==> src/rtl/ifu_fetch.sv <==
// Multi-cycle instruction fetch stage: owns the PC, issues one AR/R read at a time to
// instruction memory and presents {inst, pc, fault} to decode over a valid/ready handshake.
module ifu_fetch #(
   parameter int              XLEN     = 32,
   parameter logic [XLEN-1:0] RESET_PC = 'h8000_0000
) (
   input  logic            clk,
   input  logic            rst,
   output logic            imem_arvalid,
   input  logic            imem_arready,
   output logic [XLEN-1:0] imem_araddr,
   input  logic            imem_rvalid,
   output logic            imem_rready,
   input  logic [31:0]     imem_rdata,
   input  logic [1:0]      imem_rresp,
   output logic            inst_valid,
   input  logic            inst_ready,
   output logic [31:0]     inst,
   output logic [XLEN-1:0] inst_pc,
   output logic            inst_fault,
   input  logic            redirect_valid,
   input  logic [XLEN-1:0] redirect_pc
);

   localparam logic [1:0] S_IDLE = 2'd0;
   localparam logic [1:0] S_REQ  = 2'd1;
   localparam logic [1:0] S_WAIT = 2'd2;
   localparam logic [1:0] S_OUT  = 2'd3;

   logic [1:0]      state_q, state_d;
   logic [XLEN-1:0] pc_q, pc_d;
   logic            pend_q, pend_d;
   logic [XLEN-1:0] pend_pc_q, pend_pc_d;
   logic [31:0]     inst_q, inst_d;
   logic [XLEN-1:0] inst_pc_q, inst_pc_d;
   logic            fault_q, fault_d;

   logic            load_pc;
   logic [XLEN-1:0] target;

   always_comb begin
      // NOTE: every signal assigned here gets a default first so no path leaves it unassigned (no latch).
      state_d   = state_q;
      pc_d      = pc_q;
      pend_d    = pend_q;
      pend_pc_d = pend_pc_q;
      inst_d    = inst_q;
      inst_pc_d = inst_pc_q;
      fault_d   = fault_q;
      load_pc   = 1'b0;
      target    = redirect_pc;

      case (state_q)
         S_IDLE: begin
            if (redirect_valid) load_pc = 1'b1;
            else                state_d = S_REQ;
         end
         S_REQ: begin
            // araddr must stay stable until accepted, so a redirect is only remembered here
            if (redirect_valid) begin
               pend_d    = 1'b1;
               pend_pc_d = redirect_pc;
            end
            if (imem_arready) state_d = S_WAIT;
         end
         S_WAIT: begin
            if (imem_rvalid) begin
               if (pend_q || redirect_valid) begin
                  load_pc = 1'b1;
                  target  = redirect_valid ? redirect_pc : pend_pc_q;
                  pend_d  = 1'b0;
               end else begin
                  fault_d   = (imem_rresp != 2'b00);
                  inst_d    = (imem_rresp != 2'b00) ? 32'h0 : imem_rdata;
                  inst_pc_d = pc_q;
                  state_d   = S_OUT;
               end
            end else if (redirect_valid) begin
               pend_d    = 1'b1;
               pend_pc_d = redirect_pc;
            end
         end
         S_OUT: begin
            if (redirect_valid) begin
               load_pc = 1'b1;
            end else if (inst_ready) begin
               pc_d    = pc_q + XLEN'(4);
               state_d = S_REQ;
            end
         end
         default: state_d = S_IDLE;
      endcase

      // A misaligned redirect target never reaches memory; it is reported as a faulting instruction.
      if (load_pc) begin
         pc_d = target;
         if (target[1:0] != 2'b00) begin
            state_d   = S_OUT;
            inst_d    = 32'h0;
            inst_pc_d = target;
            fault_d   = 1'b1;
         end else begin
            state_d = S_REQ;
         end
      end
   end

   // NOTE: sequential state uses non-blocking assignments so every register samples the pre-edge values.
   always_ff @(posedge clk or negedge rst) begin
      if (!rst) begin
         state_q   <= S_IDLE;
         pc_q      <= RESET_PC;
         pend_q    <= 1'b0;
         pend_pc_q <= RESET_PC;
         inst_q    <= 32'h0;
         inst_pc_q <= RESET_PC;
         fault_q   <= 1'b0;
      end else begin
         state_q   <= state_d;
         pc_q      <= pc_d;
         pend_q    <= pend_d;
         pend_pc_q <= pend_pc_d;
         inst_q    <= inst_d;
         inst_pc_q <= inst_pc_d;
         fault_q   <= fault_d;
      end
   end

   assign imem_arvalid = (state_q == S_REQ);
   assign imem_araddr  = pc_q;
   assign imem_rready  = (state_q == S_WAIT);
   assign inst_valid   = (state_q == S_OUT);
   assign inst         = inst_q;
   assign inst_pc      = inst_pc_q;
   assign inst_fault   = fault_q;

endmodule

==> config.mk <==
export PLATFORM = sky130hd
export DESIGN_NAME = ifu_fetch
export DESIGN_NICKNAME = d
export VERILOG_FILES = /design/src/rtl/ifu_fetch.sv
export SDC_FILE = /design/constraint.sdc
export NUM_CORES = 1
export LEC_CHECK = 0
export ABC_AREA = 1
export CORE_UTILIZATION = 51
export CTS_CLUSTER_DIAMETER = 150
export CTS_CLUSTER_SIZE = 24
export DETAILED_ROUTE_END_ITERATION = 10
export GPL_ROUTABILITY_DRIVEN = 0
export GPL_TIMING_DRIVEN = 0
export PLACE_DENSITY = 0.81
export SLEW_MARGIN = 20
export SYNTH_ARGS = -nofsm -noshare
export SYNTH_HDL_FRONTEND = slang
export SYNTH_SLANG_ARGS = --single-unit
==> constraint.sdc <==
create_clock -name clk -period 2.5 [get_ports clk]
set_input_delay 0.25 -clock clk [delete_from_list [all_inputs] [get_ports clk]]
set_output_delay 0.25 -clock clk [all_outputs]
set_load 0.01 [all_outputs]
==> results of run 1 <==
[layout make-up]
class,instances,area [µm²]
Sequential cell,132,3310
Clock buffer,23,488
Clock inverter,9,125
Fill cell,1161,4050
Multi-Input combinational cell,821,3500
Timing Repair Buffer,173,1750
Buffer,54,277
Tap cell,180,225
Inverter,70,265
[what timing repair did]
action,4_1_cts,5_1_grt
hold buffers,1,0
hold endpoints to repair,61,0
setup buffers,0,0
setup endpoints to repair,0,1
resized for setup,0,2
[registers in the layout, summed over array words and instances (netlist names)]
| name | flops |
|---|---|
| inst_pc | 32 |
| inst_fault | 1 |
| state_q | 2 |
| imem_araddr | 32 |
| inst | 32 |
| pend_q | 1 |
| pend_pc_q | 32 |
[placed cells by master, fill, tap and decap left out, types with 2 or more instances in the layout]
master	count
dfstp_2	3
buf_6	3
clkinv_2	4
o21ai_1	3
clkdlybuf4s50_1	170
nand3_1	41
o21ai_0	87
inv_1	65
buf_2	19
clkbuf_16	17
nand2_2	2
nand2_1	497
ha_1	6
nor3_1	33
clkbuf_8	4
nor2_1	94
xnor2_1	2
clkbuf_1	25
nand2_4	3
xor2_1	11
o211ai_1	5
a21oi_1	36
dfrtp_1	129
bufinv_16	3
clkinvlp_4	2
inv_2	4
buf_4	7
[metrics by stage]
stage / setup TNS (ns) / cell area (µm²)
3_3_place_gp: -544.00 / 9280
5_1_grt: 0 / 9940
6_report: 0 / 9940
4_1_cts: 0 / 9940
2_1_floorplan: 0 / 7350
3_5_place_dp: 0 / 9320
[power by group]
part,switching (mW),total [mW],leakage [nW],internal [mW]
combinational,3.06,5.33,2.80,2.27
clock,0.947,2.61,0.299,1.67
sequential,0.739,3.75,1.68,3.01
[metal layers]
metal / part of all wire, % / routed length, µm / vias to the layer above / global-route usage (%)
li1: - / - / 3747 / -
met1: 41 / 9780 / 3745 / 44.7
met2: 46 / 10900 / 441 / 52.5
met3: 9.2 / 2180 / 91 / 8.10
met4: 4.0 / 949 / 0 / 16.3
met5: 0 / 0 / - / 0
[critical path: stages, from the launching register on]
cell and delay [ns]:
dfrtp_1 0.43, inv_1 0.10, ha_1 0.27, nand2_1 0.15
inv_2 0.05, nand2_1 0.14, buf_2 0.26, buf_1 0.49
nand2_1 0.12, o21ai_0 0.10, nand2_1 0.07, nand2_1 0.06
[kinds of logic (layout without fill, tap and decap cells)]
| group | Yosys count | in the layout | synth area share [%] |
|---|---|---|---|
| xor gates and xnor gates | 13 | 13 | 1.55 |
| AOI/OAI and AO/OA | 131 | 131 | 9.10 |
| and+or+nand+nor | 671 | 671 | 36.0 |
| adders and majority gates | 6 | 6 | 1.02 |
| buffers and inverters | 124 | 329 | 7.36 |
| DFF | 132 | 132 | 45.0 |
[final timing paths]
| check | start | endpoint | slack [ns] | depth (start not counted) |
|---|---|---|---|---|
| worst max-delay path | state_q[0]$_DFFE_PN0P_ | inst_pc[25]$_DFF_PN0_ | 0.17 | 11 |
| worst min-delay path | rst | pend_pc_q[5]$_DFFE_PN0P_ | 0.35 | 2 |
| worst max register to register | state_q[0]$_DFFE_PN0P_ | inst_pc[25]$_DFF_PN0_ | 0.17 | 11 |
| worst min register to register | pend_pc_q[31]$_DFFE_PN1P_ | pend_pc_q[31]$_DFFE_PN1P_ | 0.50 | 2 |
| max in group asynchronous | rst | imem_araddr[25]$_DFFE_PN0P_ | 1.42 | 3 |
| min in group clk | imem_rdata[12] | inst[12]$_DFF_PN0_ | 0.44 | 3 |
==> results.txt, run 1 <==
kind of launch point of the worst setup path - register
Yosys cell types - 24
pwr/cell area - 1180 nW/µm²
post-DR wirelength/cell - 16.3 µm
Die Area - 14,900 µm²
row cnt - 43
RSZ-0062 raised after global routing - false
Pwr Total - 11.7 mW
CTS Buf Count - 17
Slew Viols, Final - 0
detailed placer's ending HPWL - 17,200 µm
mean post-synth cell area - 6.82 µm²
setup violators final - 0
final core occ - 71.1%
Initial Util - 52.5%
drt pass-1 iters - 6
P&R area growth vs syn - 35.3%
crit path kind - reg2reg
Syn Inst Count - 1,077
Slew @ Worst Pin - 0.827 ns
CTS tree - done
top cell type's share of synthesized area - 43.9%
port bufs - 171
top cells by count, synth - nand2_1, dfrtp_1, nor2_1
status - completed
Final Hold Viols - 0
CTS root buf - clkbuf_16
crit path DAT - 2.69 ns
WL final - 23,800 µm
H-tree Lvls - 4
clk sinks - 132
type of element capturing the critical path - register
worst hold path class - in2async
largest net degree at the start of global routing - 71
GRT Resource Usage Total - 34.0%
share of cells above drive strength 1 - 5.85%
sequential element share of the synthesized area - 45.0%
final worst path period share - 93.2%
placed cell count - 1,429
number of diodes - 0
register bit total from synthesis - 132
Synth area leaders - dfrtp_1, nand2_1, o21ai_0
most frequent cell after synthesis - nand2_1
Worst Setup Slack, final - 0.171 ns
die height - 122 µm
Req. time, crit path - 2.87 ns
Synth area leader - dfrtp_1
first-pass GRT wire length - 38,400 µm
Overflow after GRT - 0
max cap viols - 0
Slew HR - 44.5%
Mapped Nets - 1,155
Final min period - 2.33 ns
core area - 14,000 µm²
Ports - 172
Clock Tree Buf Depth - 2
vias in the first global route - 7,697
routed via count - 8,024
via/cell ratio - 5.49
Setup WS pre-CTS - 0.262 ns
mapped cell area - 7350 µm²
hold_ws - 0.348 ns
leakage dissipation - 4.78 nW
initial drt markers - 851
FMAX - 0.429 GHz
Worst-path clk slew - 0.06 ns
Final Skew - 0.00931 ns
non-filler cells in the finished layout - 1,462
Max FO, Critical Path - 10
Total Nets Final - 1,347
Main synth FF type - dfrtp_1
worst vdd rail ir drop - 0.603 mV
fraction of registers with async set or reset after synthesis - 100%
ANT nets after route - 0
residual DRC count - 0
number of antenna violations at the first check in global routing - 0
Die Wd - 122 µm
Worst-Skew Late Latency - 0.43 ns
Yosys Warn Count - 0
Post-synth EDFFs - 0
(Power assumes the default switching activity.)
==> run 2, diff against run 1 <==
- CORE_UTILIZATION: 51 -> 30
- PLACE_DENSITY: 0.81 -> 0.55
- clock period: 2.5 -> 2.03 ns (I/O delays scaled with it)
==> run 2 against run 1 <==
Global-route usage is 13 points lower. Clock power is 27% higher. Wire length is 5.8% higher. Combinational power is 27% higher. Hold slack worse by 0.0083 ns. Utilization is 28 points lower. Total power is 26% higher. Critical endpoint is now imem_araddr[16]$_DFFE_PN0P_. Largest cell class unchanged.
==> results.txt, run 2 (synthesis results as in run 1) <==
leading cell type in the layout, fill and taps excluded - nand2_1
Overflow after GRT - 0
Final Skew - 0.0112 ns
Slew Viols, Final - 0
CTS Buf Count - 17
final core occ - 43.3%
CTS tree - done
drt pass-1 iters - 5
port bufs - 171
crit path kind - reg2reg
Final min period - 1.97 ns
internal power - 8.64 mW
share of cells above drive strength 1 - 8.55%
H-tree Lvls - 4
Final Hold Viols - 0
crit path DAT - 2.28 ns
pwr/cell area - 1430 nW/µm²
Worst Setup Slack, final - 0.0632 ns
die height - 158 µm
type of element capturing the critical path - register
CP most frequent cell - nand3_1
Ports - 172
most frequent cells in the layout - nand2_1, clkdlybuf4s50_1, dfrtp_1
RSZ-0062 raised after global routing - false
non-filler cells in the finished layout - 1,605
placed cell count - 1,568
clock share of power - 22.5%
clk sinks - 132
Req. time, crit path - 2.34 ns
worst hold path class - in2async
Slew @ Worst Pin - 0.659 ns
WL final - 25,200 µm
Switching Share - 41.3%
cell chain of the critical path - ha_2, nand3_1, nor2_1, nand3_1, xor2_1, nand2_1, nand3_1
P&R area growth vs syn - 39.9%
Clock Tree Buf Depth - 2
kind of launch point of the worst setup path - register
vias in the first global route - 7,014
Worst-Skew Late Latency - 0.43 ns
leakage dissipation - 4.84 nW
GRT Resource Usage Total - 20.7%
detailed placer's ending HPWL - 18,900 µm
first-pass GRT wire length - 39,000 µm
Initial Util - 30.9%
routed via count - 7,503
status - completed
core area - 23,800 µm²
Crit path buffers/inverters - 0
Worst-path clk slew - 0.07 ns
Max FO, Critical Path - 9
setup violators final - 0
via/cell ratio - 4.67
CP delay by family, top - simple AND/OR/NAND/NOR gates
Setup WS pre-CTS - -0.253 ns
final worst path period share - 96.9%
CTS root buf - clkbuf_16
Die Wd - 158 µm
Slew HR - 56.1%
Die Area - 25,100 µm²
P_sw - 6.08 mW
row cnt - 56
TNS Setup - 0 ns
FMAX - 0.508 GHz
residual DRC count - 0
initial drt markers - 659
post-DR wirelength/cell - 15.7 µm
number of diodes - 0
worst vdd rail ir drop - 0.503 mV
Total Nets Final - 1,351
critical path's slowest cell - dfrtp_2
ANT nets after route - 0
max cap viols - 0
largest net degree at the start of global routing - 78
CP peak stage delay - 0.49 ns
sequential share of power - 31.5%
Gate power share - 46.1%
number of antenna violations at the first check in global routing - 0
run 2: changes by cell type in the layout (fill, tap and decap cells not counted), moves of 3 or more:
cell / before / now
clkbuf_1: 25 / 6
clkinvlp_4: 2 / 5
buf_4: 7 / 12
clkbuf_2: 1 / 15
clkinv_2: 4 / 0
inv_6: 0 / 4
clkbuf_4: 0 / 9
buf_6: 3 / 6
clkbuf_8: 4 / 0
buf_2: 19 / 10
run 2: power by group through the flow:
stage,Sequential (mW),Combinational [mW],Clock [mW]
2_1_floorplan,4.71,3.39,0
3_3_place_gp,4.65,6.47,0
3_5_place_dp,4.66,6.55,0
4_1_cts,4.63,6.66,3.37
5_1_grt,4.76,7.59,3.50
6_report,4.63,6.79,3.31
run 2: worst paths after layout:
| path | start | to | cells after the start | slack, ns |
|---|---|---|---|---|
| max | imem_araddr[2]$_DFFE_PN0P_ | imem_araddr[16]$_DFFE_PN0P_ | 7 | 0.06 |
| min | rst | inst_pc[24]$_DFF_PN0_ | 2 | 0.34 |
| min in group clk | imem_rdata[14] | inst[14]$_DFF_PN0_ | 3 | 0.38 |
| max in group asynchronous | rst | inst_pc[31]$_DFF_PN1_ | 3 | 0.94 |
| min reg2reg | pend_pc_q[31]$_DFFE_PN1P_ | pend_pc_q[31]$_DFFE_PN1P_ | 2 | 0.50 |
| max reg2reg | imem_araddr[2]$_DFFE_PN0P_ | imem_araddr[16]$_DFFE_PN0P_ | 7 | 0.06 |
run 2: final cells by class:
cell class / count / area, µm²
multi-input cells: 821 / 3560
clock inverters: 15 / 194
inverters: 70 / 268
clock buffers: 17 / 425
well taps: 319 / 399
plain buffers: 54 / 343
flip-flops and latches: 132 / 3310
fillers: 2452 / 13500
repair buffers: 177 / 1780
run 2: worst register-to-register path, stage by stage, from the launching register on:
cell and delay, ns:
dfrtp_2 0.49, ha_2 0.28, nand3_1 0.17, nor2_1 0.39, nand3_1 0.22, xor2_1 0.19
nand2_1 0.06, nand3_1 0.06
run 2: per-stage QoR:
stage / cell area (µm²) / hold WS (ns) / power, mW
finish: 10300 / 0.340 / 14.7
floorplan: 7350 / -0.0926 / 8.10
detailed placement: 9490 / 0.249 / 11.2
CTS: 10200 / 0.368 / 14.7
global placement: 9460 / 0.483 / 11.1
global route: 10300 / 0.393 / 15.8
run 2: metal layers:
metal / global-route usage [%] / vias up / routed length, µm
met5: 0 / - / 0
met4: 5.59 / 0 / 367
met3: 3.78 / 24 / 1360
met2: 32.1 / 242 / 11000
met1: 29.3 / 3463 / 12400
li1: - / 3774 / -
run 2: repair_timing:
item | 4_1_cts | 5_1_grt
hold buffers | 1 | 0
endpoints found under the hold margin | 75 | 0
resized for setup | 14 | 60
setup endpoints to repair | 127 | 127
pin swaps | 0 | 1
buffers inserted | 1 | 3
gates cloned | 0 | 0
==> run 3, diff against run 2 <==
- CAP_MARGIN: unset -> 20
- CTS_CLUSTER_SIZE: 24 -> 30
==> results of run 3 <==
Final layout, timing and power as in run 2 (identical DEF).
